### src/rtl/rr_picker_pkg.sv
// Shared helpers for the rotating-priority multi-grant picker.
// Optional urgent-first selection is enabled with RR_PICKER_URGENT_EN.
package rr_picker_pkg;

  localparam int SLOT_IDX_W = 16;

  // Generic grant slot; users take the low IDX_W bits of idx for their N.
  typedef struct packed {
    logic                  valid;
    logic [SLOT_IDX_W-1:0] idx;
  } grant_slot_t;

  // Modular increment that also wraps correctly for non-power-of-two n.
  function automatic int wrap_inc(input int idx, input int n);
    return (idx + 1 >= n) ? 0 : idx + 1;
  endfunction

endpackage

### src/rtl/rr_multi_picker_find.sv
// Circular first-set-bit search: scans start, start+1, ..., wrapping mod N.
module circ_find_first #(
  parameter int N     = 8,
  parameter int IDX_W = $clog2(N)
) (
  input  logic [N-1:0]     vec,
  input  logic [IDX_W-1:0] start,
  output logic [IDX_W-1:0] idx,
  output logic             found
);

  logic [IDX_W:0] pos;

  // Scan from the far end back toward start so the closest hit wins.
  always_comb begin
    idx   = '0;
    found = 1'b0;
    pos   = '0;
    for (int i = N - 1; i >= 0; i--) begin
      pos = {1'b0, start} + (IDX_W + 1)'(i);
      if (pos >= (IDX_W + 1)'(N)) pos = pos - (IDX_W + 1)'(N);
      if (vec[pos[IDX_W-1:0]]) begin
        idx   = pos[IDX_W-1:0];
        found = 1'b1;
      end
    end
  end

endmodule

### src/rtl/rr_multi_picker.sv
// N-requester, K-grant rotating-priority picker with a registered valid/ready output.
// Define RR_PICKER_URGENT_EN to add urgent_i, whose requests are served ahead of the rest.
module rr_multi_picker
  import rr_picker_pkg::*;
#(
  parameter  int N     = 8,
  parameter  int K     = 2,
  localparam int IDX_W = $clog2(N)
) (
  input  logic             clk_i,
  input  logic             rst_ni,
  input  logic [N-1:0]     req_i,
  input  logic             grant_ready_i,
`ifdef RR_PICKER_URGENT_EN
  input  logic [N-1:0]     urgent_i,
`endif
  output logic [K-1:0]       grant_valid_o,
  output logic [K*IDX_W-1:0] grant_idx_o,
  output logic [N-1:0]       grant_onehot_o,
  output logic [IDX_W-1:0]   ptr_o,
  output logic               any_req_o
);

  logic [K-1:0]         valid_reg;
  logic [K*IDX_W-1:0]   idx_reg;
  logic [IDX_W-1:0]     ptr_reg;
  logic [IDX_W-1:0]     ptr_next;
  logic [N-1:0]         onehot;
  logic [N-1:0]         eff;
  logic [K-1:0]         sel_found;
  logic [K*IDX_W-1:0]   sel_idx;
  logic [IDX_W-1:0]     last_idx;
  logic                 load;
  logic [K-1:0][N-1:0]  nrm_vec;

  always_comb begin
    onehot = '0;
    for (int s = 0; s < K; s++) begin
      if (valid_reg[s]) onehot = onehot | (N'(1) << idx_reg[s*IDX_W +: IDX_W]);
    end
  end

  // Requesters already holding a grant must not be picked again.
  assign eff  = req_i & ~(valid_reg[0] ? onehot : '0);
  assign load = !valid_reg[0] || grant_ready_i;

`ifdef RR_PICKER_URGENT_EN
  logic [K-1:0][N-1:0] urg_vec;
  assign urg_vec[0] = eff & urgent_i;
  assign nrm_vec[0] = eff & ~urgent_i;
`else
  assign nrm_vec[0] = eff;
`endif

  genvar gi;
  for (gi = 0; gi < K; gi++) begin : g_stage
    logic [IDX_W-1:0] n_idx;
    logic             n_found;

    circ_find_first #(.N(N), .IDX_W(IDX_W)) u_nrm (
      .vec   (nrm_vec[gi]),
      .start (ptr_reg),
      .idx   (n_idx),
      .found (n_found)
    );

`ifdef RR_PICKER_URGENT_EN
    logic [IDX_W-1:0] u_idx;
    logic             u_found;

    circ_find_first #(.N(N), .IDX_W(IDX_W)) u_urg (
      .vec   (urg_vec[gi]),
      .start (ptr_reg),
      .idx   (u_idx),
      .found (u_found)
    );

    assign sel_found[gi]                = u_found | n_found;
    assign sel_idx[gi*IDX_W +: IDX_W]   = u_found ? u_idx : n_idx;
`else
    assign sel_found[gi]                = n_found;
    assign sel_idx[gi*IDX_W +: IDX_W]   = n_idx;
`endif

    // The next stage sees this stage's winner removed.
    if (gi < K - 1) begin : g_mask
      logic [N-1:0] win_mask;
      assign win_mask = sel_found[gi] ? (N'(1) << sel_idx[gi*IDX_W +: IDX_W]) : '0;
      assign nrm_vec[gi+1] = nrm_vec[gi] & ~win_mask;
`ifdef RR_PICKER_URGENT_EN
      assign urg_vec[gi+1] = urg_vec[gi] & ~win_mask;
`endif
    end
  end

  always_comb begin
    last_idx = '0;
    for (int s = 0; s < K; s++) begin
      if (sel_found[s]) last_idx = sel_idx[s*IDX_W +: IDX_W];
    end
  end

  assign ptr_next = IDX_W'(wrap_inc(int'(last_idx), N));

  always_ff @(posedge clk_i or negedge rst_ni) begin
    if (!rst_ni) begin
      valid_reg <= '0;
      idx_reg   <= '0;
      ptr_reg   <= '0;
    end else if (load) begin
      valid_reg <= sel_found;
      idx_reg   <= sel_idx;
      if (sel_found[0]) ptr_reg <= ptr_next;
    end
  end

  assign grant_valid_o  = valid_reg;
  assign grant_idx_o    = idx_reg;
  assign grant_onehot_o = onehot;
  assign ptr_o          = ptr_reg;
  assign any_req_o      = |req_i;

endmodule
### config.mk
export PLATFORM = sky130hd
export DESIGN_NAME = rr_multi_picker
export DESIGN_NICKNAME = d
export VERILOG_FILES = /design/src/rtl/rr_picker_pkg.sv /design/src/rtl/rr_multi_picker_find.sv /design/src/rtl/rr_multi_picker.sv
export SDC_FILE = /design/constraint.sdc
export NUM_CORES = 1
export LEC_CHECK = 0
export ABC_AREA = 1
export BUFFER_PORTS_ARGS = -buffer_cell sky130_fd_sc_hd__buf_2
export CAP_MARGIN = 15
export CORE_ASPECT_RATIO = 2
export CORE_MARGIN = 4
export CORE_UTILIZATION = 33
export DETAILED_ROUTE_END_ITERATION = 10
export PLACE_DENSITY = 0.62
export SYNTH_ARGS = -nofsm -noshare
export SYNTH_HDL_FRONTEND = slang
export SYNTH_SLANG_ARGS = --single-unit
### constraint.sdc
create_clock -name clk_i -period 10.1 [get_ports clk_i]
set_input_delay 2.525 -clock clk_i [delete_from_list [all_inputs] [get_ports clk_i]]
set_output_delay 2.525 -clock clk_i [all_outputs]
set_load 0.01 [all_outputs]
==> flow_metrics.tcl <==
set metrics [dict create \
    met3_usage_pct 1.18 \
    hold_viol_final 0 \
    ctsRootBufferMaster "clkbuf_16" \
    criticalPathCategory "input pin to output port" \
    critical_path_arrival_ns 3.13 \
    place_congestion 0.964 \
    yosysWarnings 0 \
    coreArea_mm2 0.00636 \
    drtAntennaViolNets 0 \
    cts_resized 0 \
    nNetsFinal 418 \
    avgViaCountPerCell 5.24 \
    synth-seq-cells 11 \
    htreeDepth 1 \
    globalRouteMet2Util_pct 35.4 \
    cp_common_cell "buf_2" \
    setup_violations 0 \
    timing.final.crit_share_pct 56.0 \
    cp_slowest_cell "nor4_1" \
    place.detailed.hpwl_um 5930 \
    path_cells "buf_2 > nor4_1 > nand2_1 > buf_2" \
    worstHoldPathType "flip-flop to flip-flop" \
    routedWlPerCell_um 14.1 \
    num_rows 41 \
    yosysTopAreaCellShare_pct 20.4 \
    final_layout_size_suffix_gt1_share_pct 26.6 \
    ys.flop_type "dfrtp_1" \
    hold_buffers 0 \
    start_util_pct 34.2 \
    tns_ns 0 \
    grt_pass1_wl_um 11000 \
    post-cts-setup-buffers 0 \
    io_buffer_count 30 \
    overflow 0 \
    synthTopCellsByCount "nand2_1, nand3_1, inv_1, nand2_2, nand3_2" \
    die-area_mm2 0.00804 \
    synth_area_mm2 0.00218 \
    synthTopCellsByArea "nand3_1, nand2_1, dfrtp_1" \
    antenna_cells 0 \
    synth_cells 378 \
    cts_tree "built" \
    cts_buffers 3 \
    critPathRequiredTime_ns 7.58 \
    dr.pass1.iters 4 \
    startpoint_type "input pin" \
    synth_cell_type_count 32 \
    period_minus_slack_ns 5.66 \
    cts_buffer_depth 2 \
    worst_slew_pin_slew_ns 0.567 \
    top_usage_layer "met2" \
    use_met1_pct 16.6 \
    syn_avg_cell_area_um2 5.76 \
    grt_setup_unrepaired "no" \
    clkLatencyLatePin_ns 0.24 \
    yosysMostFrequentCell "nand2_1" \
    route.vias.total 2561 \
    ios 31 \
    path_max_fanout 4 \
    grt_max_degree 23 \
    synth_edf_count 0 \
    seq_area_frac_synth_pct 12.6 \
    max_freq_ghz 0.177 \
    cap_violations 0 \
    antenna_found_initial 0 \
    grt_pass1_vias 2387 \
    slew_violations 0 \
    first_iter_violations 130 \
    die_x_um 65.5 \
    grt_usage_pct 17.6 \
    fp.dieH_um 123 \
    cts.sinks 11 \
    finClkSkew_ns 0.00143 \
    max_slew_margin_pct 62.0 \
    path_buf_inv 2 \
    cp_top_family "simple AND/OR/NAND/NOR gates" \
    cts.reportedPaths.clkPinSlew_ns 0.04 \
    drt_wl_total_um 6900 \
    synth_nets 392 \
    max_stage_delay_ns 0.26 \
    cp-end-kind "output port" \
    async_flop_share_pct 100 \
    outcome "finished clean" \
    drc 0 \
    synth_area_leader_cell "nand3_1" \
    syn_to_final_growth_pct 13.2 \
]
[state kept, by name (all words and copies together) (netlist names)]
| register | count |
|---|---|
| grant_idx_o | 6 |
| ptr_o | 3 |
| grant_valid_o | 2 |
[logic make-up (layout without fill, tap and decap cells)]
group	after synthesis	after routing	share of synthesized area [%]
compound gates	24	24	6.55
buf+inv	62	87	11.8
flops	11	11	12.6
xor+xnor	3	3	1.55
simple gates	275	275	65.7
fa+ha+maj	3	3	1.72
[worst min-delay path, delay by kind of cell (launching register included)]
| kind | cells | cell delay (ns) |
|---|---|---|
| compound gates | 1 | 0.06 |
| flops | 1 | 0.43 |
| simple gates | 1 | 0.07 |
[final cells by class]
cell class | instances | area [µm²]
Timing Repair Buffer | 31 | 158
Fill cell | 741 | 3900
Clock buffer | 4 | 78.8
Inverter | 52 | 200
Tap cell | 86 | 108
Multi-Input combinational cell | 305 | 1650
Sequential cell | 11 | 275
[stage by stage]
| step | hold slack, ns | cells | setup WS [ns] | util [%] | instance area, µm² |
|---|---|---|---|---|---|
| final | 0.606 | 489 | 4.44 | 38.7 | 2460 |
| after global routing | 0.653 | 489 | 4.29 | 38.7 | 2460 |
| after CTS | 0.600 | 489 | 4.43 | 38.7 | 2460 |
| after detailed placement | 0.591 | 485 | 4.44 | 37.5 | 2390 |
| after global placement | 0.574 | 485 | 4.43 | 37.5 | 2390 |
| after floorplan | 0.591 | 378 | 4.68 | - | 2180 |
[metal layers]
metal	part of all wire, %	vias to the layer above
li1	-	1294
met1	34	1165
met2	57	74
met3	3.2	28
met4	5.0	0
met5	0	-
[cell usage in the layout (no fill, tap or decap), drive strengths merged]
| cell type | synthesis | layout |
|---|---|---|
| a21oi | 12 | 12 |
| a31oi | 3 | 3 |
| and2 | 1 | 1 |
| buf | 10 | 31 |
| clkbuf | 0 | 4 |
| clkinv | 5 | 5 |
| dfrtp | 11 | 11 |
| ha | 3 | 3 |
| inv | 47 | 47 |
| nand2 | 129 | 129 |
| nand3 | 110 | 110 |
| nand4 | 10 | 10 |
| nor2 | 22 | 22 |
| nor3 | 1 | 1 |
| nor4 | 2 | 2 |
| o21ai | 9 | 9 |
| xnor2 | 2 | 2 |
| xor2 | 1 | 1 |
[worst paths after layout]
kind | slack (ns) | end | depth (start not counted) | from
worst max-delay path | 4.44 | any_req_o | 4 | req_i[1]
worst max register to register | 4.82 | ptr_o[2] | 36 | ptr_o[1]
max in group asynchronous | 7.77 | grant_idx_o[4] | 1 | rst_ni
worst min-delay path | 0.61 | grant_idx_o[1] | 2 | grant_idx_o[1]
min in group asynchronous | 2.14 | grant_idx_o[5] | 1 | rst_ni
worst min register to register | 0.61 | grant_idx_o[1] | 2 | grant_idx_o[1]
Power is left out: the tool's default activity adds up to more than one toggle a clock period on the data nets, which glitch-free logic cannot reach.
